===== src/rtl/sync_fifo_flex.sv =====
// Single-clock FIFO with fill count, programmable almost-full/almost-empty flags,
// selectable registered or first-word-fall-through read, and saturating error counters.
module sync_fifo_flex #(
    parameter int DATA_WIDTH    = 8,
    parameter int DEPTH         = 16,
    parameter int PTR_WIDTH     = $clog2(DEPTH),
    parameter int AF_TH         = DEPTH - 2,
    parameter int AE_TH         = 2,
    parameter int FWFT          = 0,
    parameter int ERR_CNT_WIDTH = 8
) (
    input  logic                     clk,
    input  logic                     rst,
    input  logic                     wt_en,
    input  logic [DATA_WIDTH-1:0]    wdata,
    output logic                     full,
    output logic                     almost_full,
    output logic                     overflow,
    input  logic                     rd_en,
    output logic [DATA_WIDTH-1:0]    rdata,
    output logic                     rvalid,
    output logic                     empty,
    output logic                     almost_empty,
    output logic                     underflow,
    output logic [PTR_WIDTH:0]       count,
    output logic [ERR_CNT_WIDTH-1:0] overflow_cnt,
    output logic [ERR_CNT_WIDTH-1:0] underflow_cnt,
    input  logic                     err_clr
);
    localparam logic [PTR_WIDTH:0] AF_LVL = (PTR_WIDTH + 1)'(AF_TH);
    localparam logic [PTR_WIDTH:0] AE_LVL = (PTR_WIDTH + 1)'(AE_TH);

    logic [DATA_WIDTH-1:0]    mem [DEPTH];

    logic [PTR_WIDTH:0]       wptr_reg, wptr_next;
    logic [PTR_WIDTH:0]       rptr_reg, rptr_next;
    logic [PTR_WIDTH:0]       count_reg, count_next;
    logic                     full_reg, full_next;
    logic                     empty_reg, empty_next;
    logic                     af_reg, af_next;
    logic                     ae_reg, ae_next;
    logic                     ovf_reg, ovf_next;
    logic                     unf_reg, unf_next;
    logic [ERR_CNT_WIDTH-1:0] ovf_cnt_reg, ovf_cnt_next;
    logic [ERR_CNT_WIDTH-1:0] unf_cnt_reg, unf_cnt_next;
    logic                     wr_acc;
    logic                     rd_acc;

    always_comb begin
        wr_acc     = wt_en && !full_reg;
        rd_acc     = rd_en && !empty_reg;
        wptr_next  = wptr_reg + (PTR_WIDTH + 1)'(wr_acc);
        rptr_next  = rptr_reg + (PTR_WIDTH + 1)'(rd_acc);
        count_next = count_reg + (PTR_WIDTH + 1)'(wr_acc) - (PTR_WIDTH + 1)'(rd_acc);
        // Flags come from the post-edge pointers; the MSB toggle separates full from empty.
        empty_next = (wptr_next == rptr_next);
        full_next  = (wptr_next[PTR_WIDTH-1:0] == rptr_next[PTR_WIDTH-1:0]) &&
                     (wptr_next[PTR_WIDTH] != rptr_next[PTR_WIDTH]);
        af_next    = (count_next >= AF_LVL);
        ae_next    = (count_next <= AE_LVL);
        ovf_next   = wt_en && full_reg;
        unf_next   = rd_en && empty_reg;
    end

    always_comb begin
        ovf_cnt_next = ovf_cnt_reg;
        unf_cnt_next = unf_cnt_reg;
        // Clear wins over a coincident event; the pulse itself is unaffected.
        if (err_clr) begin
            ovf_cnt_next = '0;
            unf_cnt_next = '0;
        end else begin
            if (ovf_next && (ovf_cnt_reg != '1))
                ovf_cnt_next = ovf_cnt_reg + ERR_CNT_WIDTH'(1);
            if (unf_next && (unf_cnt_reg != '1))
                unf_cnt_next = unf_cnt_reg + ERR_CNT_WIDTH'(1);
        end
    end

    always_ff @(posedge clk) begin
        if (rst) begin
            wptr_reg    <= '0;
            rptr_reg    <= '0;
            count_reg   <= '0;
            full_reg    <= 1'b0;
            empty_reg   <= 1'b1;
            af_reg      <= 1'b0;
            ae_reg      <= 1'b1;
            ovf_reg     <= 1'b0;
            unf_reg     <= 1'b0;
            ovf_cnt_reg <= '0;
            unf_cnt_reg <= '0;
        end else begin
            wptr_reg    <= wptr_next;
            rptr_reg    <= rptr_next;
            count_reg   <= count_next;
            full_reg    <= full_next;
            empty_reg   <= empty_next;
            af_reg      <= af_next;
            ae_reg      <= ae_next;
            ovf_reg     <= ovf_next;
            unf_reg     <= unf_next;
            ovf_cnt_reg <= ovf_cnt_next;
            unf_cnt_reg <= unf_cnt_next;
        end
    end

    // Storage is never cleared; a write coinciding with reset is discarded.
    always_ff @(posedge clk) begin
        if (!rst && wr_acc)
            mem[wptr_reg[PTR_WIDTH-1:0]] <= wdata;
    end

    generate
        if (FWFT != 0) begin : g_fwft
            // Head word is shown as soon as it is stored; zero while empty.
            assign rdata  = empty_reg ? '0 : mem[rptr_reg[PTR_WIDTH-1:0]];
            assign rvalid = !empty_reg;
        end else begin : g_reg
            logic [DATA_WIDTH-1:0] rdata_reg;
            logic                  rvalid_reg;

            always_ff @(posedge clk) begin
                if (rst) begin
                    rdata_reg  <= '0;
                    rvalid_reg <= 1'b0;
                end else begin
                    rvalid_reg <= rd_acc;
                    if (rd_acc)
                        rdata_reg <= mem[rptr_reg[PTR_WIDTH-1:0]];
                end
            end

            assign rdata  = rdata_reg;
            assign rvalid = rvalid_reg;
        end
    endgenerate

    assign full          = full_reg;
    assign almost_full   = af_reg;
    assign overflow      = ovf_reg;
    assign empty         = empty_reg;
    assign almost_empty  = ae_reg;
    assign underflow     = unf_reg;
    assign count         = count_reg;
    assign overflow_cnt  = ovf_cnt_reg;
    assign underflow_cnt = unf_cnt_reg;
endmodule

===== config.mk =====
export PLATFORM = sky130hd
export DESIGN_NAME = sync_fifo_flex
export DESIGN_NICKNAME = d
export VERILOG_FILES = /design/src/rtl/sync_fifo_flex.sv
export SDC_FILE = /design/constraint.sdc
export NUM_CORES = 1
export LEC_CHECK = 0
export ABC_AREA = 0
export CAP_MARGIN = 20
export CELL_PAD_IN_SITES_DETAIL_PLACEMENT = 0
export CELL_PAD_IN_SITES_GLOBAL_PLACEMENT = 1
export CORE_MARGIN = 2
export CORE_UTILIZATION = 54
export DETAILED_ROUTE_END_ITERATION = 8
export PLACE_DENSITY = 0.86
export SYNTH_ARGS = -nofsm -noshare
export SYNTH_HDL_FRONTEND = slang
export SYNTH_SLANG_ARGS = --single-unit

===== constraint.sdc =====
create_clock -name clk -period 3.6 [get_ports clk]
set_clock_uncertainty 0.15 [all_clocks]
set_input_delay 0.72 -clock clk [delete_from_list [all_inputs] [get_ports clk]]
set_output_delay 0.72 -clock clk [all_outputs]
set_load 0.05 [all_outputs]

* Word-level counts from Yosys, hierarchy flattened
Memory sizes are Yosys's and may differ from the RTL's. A register that Yosys moved wholly into a read port is not among the register bits. Index checks and enable logic that the tools add are counted.
Cells by class: add/sub/neg operators 6, $lt $le $gt $ge 2, equality and inequality tests 5, multiplexer cells 2, reductions and logical operators 12
Operator list (number):
- 8-bit by 1-bit adder with 8-bit output, second input constant | 2
- 8-bit inequality test, second input constant | 2
- 5-bit by 1-bit adder with 5-bit output | 3
- 1-bit logical AND | 8
- 5-bit == test | 1
- 5-bit by 4-bit greater-or-equal comparator with 1-bit output, second input constant | 1
- 5-bit by 2-bit less-or-equal comparator with 1-bit output, second input constant | 1
- 5-bit by 1-bit subtractor with 5-bit output | 1
- 4-bit == test | 1
- 1-bit zero test | 3
- 1-bit 2-to-1 mux | 2
- 2-bit OR reduction | 1
- 1-bit inequality test | 1
Storage, ports and cells: register bits 38, bits in writable memories 128, output and inout bits 36, memories 1
Memory list:
- mem | depth 16, bits a word 8, read ports 1, clocked after Yosys merged registers in 1, write ports 1, RTL line 33 | logic [DATA_WIDTH-1:0] mem [DEPTH];

* Longest topological paths before layout
depth in word-level cells 5, depth in mapped cells 11, gate-level depth less buffers 10

* Worst setup path before layout
Ideal clock, no wire load.
path kind input port to flip-flop, start input port rst, end memory mem[0][0], enable pin, arrival time 2154 ps, setup slack 913 ps, stages on the path 3, cells stage by stage or3b_2 > or3_1 > nor3_1
On the way: word-level cells in the longest chain between the ends 4
Ends and longest elaborated chain:
- from (decl) | RTL line 13 | input logic rst,
- 1-bit zero test | RTL line 110 | if (!rst && wr_acc)
- 1-bit logical AND | RTL line 110
- 1-bit 2-to-1 mux | RTL line 110
- 1-bit 2-to-1 mux (not written as such) | RTL line 111 | mem[wptr_reg[PTR_WIDTH-1:0]] <= wdata;
- to (decl) | RTL line 33
Every way passes these cells.

* Final worst setup path
start input port wt_en, end register ae_reg, in the netlist almost_empty
On the way: word-level cells in the longest chain between the ends 4
Ends and longest elaborated chain:
- from (decl) | RTL line 14 | input logic wt_en,
- 1-bit logical AND | RTL line 50 | wr_acc = wt_en && !full_reg;
- 5-bit by 1-bit adder with 5-bit output | RTL line 54 | count_next = count_reg + (PTR_WIDTH + 1)'(wr_acc) - (PTR_WIDTH + 1)'(rd_acc);
- 5-bit by 1-bit subtractor with 5-bit output | RTL line 54
- 5-bit by 2-bit less-or-equal comparator with 1-bit output | RTL line 60 | ae_next = (count_next <= AE_LVL);
- to (signal assigned) | RTL line 100 | ae_reg <= ae_next;
- to (decl) | RTL line 41 | logic ae_reg, ae_next;
Every way passes these cells. A chain may end at the register's enable or synchronous reset.

==> flow_summary.ini <==
[run_status]
outcome = completed

[finish]
area_growth_pct = 17.9
final_cell_mix = 128 x edfxtp_1, 48 x clkdlybuf4s50_1, 45 x dfxtp_1
final_nets = 531
largest_reg_flops = 128
diodes = 0
layout-drive-gt1-share_pct = 15.4
fin_area_um2 = 8370
mostFrequentLayoutCell = edfxtp_1

[setup_path]
end_kind = register
critical_path_required_ns = 3.77
critPathLaunchType = input port
criticalPathCategory = input port to register
critical-path-slowest-cell = clkdlybuf4s50_1
crit_top_cell = nor2b_1
crit_arrival_ns = 3.08
path_max_fanout = 4
worstPathCellList = clkdlybuf4s50_1 -> nor2b_1 -> nand2b_1 -> nand2_1 -> ha_1 -> inv_1 -> fa_1 -> nor2b_1 -> o21a_1 -> or3_1 -> a41o_1
cp_top_family = simple AND/OR/NAND/NOR gates
slowest_delay_ns = 0.52
worst-path-buf-inv = 2

[global_routing]
grt_pass1_vias = 3897
grt_max_degree = 35
grt-busiest-layer = met2
grt_use_total_pct = 20.4
grtUsageMet3_pct = 5.45
use_met1_pct = 26.9
grt-ovfl-total = 0
antenna_found_initial = 0
grt_pass1_wl_um = 21300
met2_usage_pct = 32.7

[clocking]
root_buffer = clkbuf_16
htreeDepth = 4
tritoncts = done
clk-insertion-delay-late_ns = 0.42
clock_sinks = 174
numCtsBuffers = 17
hold_buffers = 0
post_cts_buffers = 0
cts-resized-gates = 0
max-clock-path-buffers = 2
clk_pin_slew_ns = 0.07

[synthesis]
yosys_warnings = 0
avgSynthCellArea_um2 = 16.1
synth_area_um2 = 7100
synth_nets = 463
synth_async_sr_flop_share_pct = 0
ys.flop_type = edfxtp_1
synth-edff-count = 128
ys_ff_latch = 174
yosysSeqAreaShare_pct = 67.1
netlist_instances = 440
netlist-cell-type-count = 52

[drt]
dr.pass1.iters = 5
detail-route-antenna-nets = 0
detail_route.wl_per_cell_um = 19.3
vias = 3940
drt_wl_total_um = 13400
avgViaCountPerCell = 5.69
drt_iter0_drc = 359
route.detailed.drc = 0

[timing]
drv_slew = 0
fmax_mhz = 344
finalCriticalPeriod_ns = 2.91
worstMarginPinSlew_ns = 0.684
finalSetupViolCount = 0
layout_setup_ws_ns = 0.689
whs_ns = 0.312
period_share_pct = 80.9
rsz0062_at_grt = false
relSlewSlack_pct = 54.2
hold_viol = 0
setup_tns_ns = 0

[placed_design]
dp_slack_ns = 0.309
place_hpwl_um = 8600
portBuffers = 48
place_congestion = 0.814
dpl_cell_area_um2 = 7770

[job]
maxCapViolations = 0

[floorplanning]
core_area_um2 = 12700
die_w_um = 119
start_util_pct = 55.8
dieArea_um2 = 14100
ios = 49
rows = 41
die_h_um = 119

[power_and_ir_drop]
p_leak_nw = 2.84
pwr_density_cell_nw_per_um2 = 574
peakVddDrop_uv = 458
total_power_mw = 4.81

[min_path]
hp-class = register to register
[routing by layer]
metal | vias to the layer above | share of wire (%)
li1 | 1839 | -
met1 | 1967 | 43
met2 | 121 | 50
met3 | 13 | 5.7
met4 | 0 | 1.6
met5 | - | 0
[Yosys cell counts, types with 3 or more instances]
cell | n | area, µm²
o31ai_1 | 4 | 30.0
a21oi_1 | 13 | 65.1
mux4_1 | 12 | 315
clkbuf_1 | 4 | 15.0
mux4_2 | 20 | 450
buf_4 | 3 | 22.5
nor2b_1 | 7 | 43.8
inv_1 | 9 | 33.8
buf_6 | 4 | 45.0
dfxtp_1 | 46 | 921
nand3_1 | 8 | 40.0
and2_1 | 5 | 31.3
xor2_1 | 13 | 114
nor3_1 | 10 | 50.1
or4_1 | 3 | 22.5
ha_1 | 9 | 113
o21ai_1 | 9 | 45.0
nor2_1 | 40 | 150
edfxtp_1 | 128 | 3840
nand2_1 | 19 | 71.3
nand4_1 | 5 | 31.3
a22o_1 | 16 | 140
nand2b_1 | 5 | 31.3
xnor2_1 | 7 | 61.3
[layout make-up]
cell class,instances,area [µm²]
clock inverters,13,143
inverters,9,33.8
repair buffers,69,651
fillers,898,4350
multi-input cells,237,2110
clock buffers,19,453
well taps,172,215
flip-flops and latches,174,4770
[cells by family after synthesis]
family | synth area share [%]
XOR/XNOR | 3.10
flip-flops | 67.1
adder cells (fa/ha/maj) | 1.87
AO/OA/AOI/OAI | 5.84
AND/OR/NAND/NOR | 7.81
buffers and inverters | 3.17
multiplexers | 11.1
[metrics by stage]
stage / utilization, % / cells
after floorplan: - / 440
after global placement: 61.1 / 661
after detailed placement: 61.1 / 661
after CTS: 65.8 / 693
after global routing: 65.8 / 693
final: 65.8 / 693
[tightest hold or removal path, cell delays in order, from the launching register on]
cell     delay, ns
dfxtp_1       0.31
nand2_1       0.05
a21oi_1       0.06
[path summary, 6_finish.rpt]
path | start | endpoint | slack, ns | cells past startpoint
max | wt_en | almost_empty | 0.69 | 11
min | rdata[4] | rdata[4] | 0.31 | 2
max reg2reg | full | almost_empty | 1.19 | 10
min reg2reg | rdata[4] | rdata[4] | 0.31 | 2
[power by group]
part           internal (mW)  switching [mW]
clock network           1.02           0.801
logic                  0.313           0.405
registers               2.21          0.0584
total                   3.54            1.26
No activity file was read; power rests on OpenSTA's default activity.
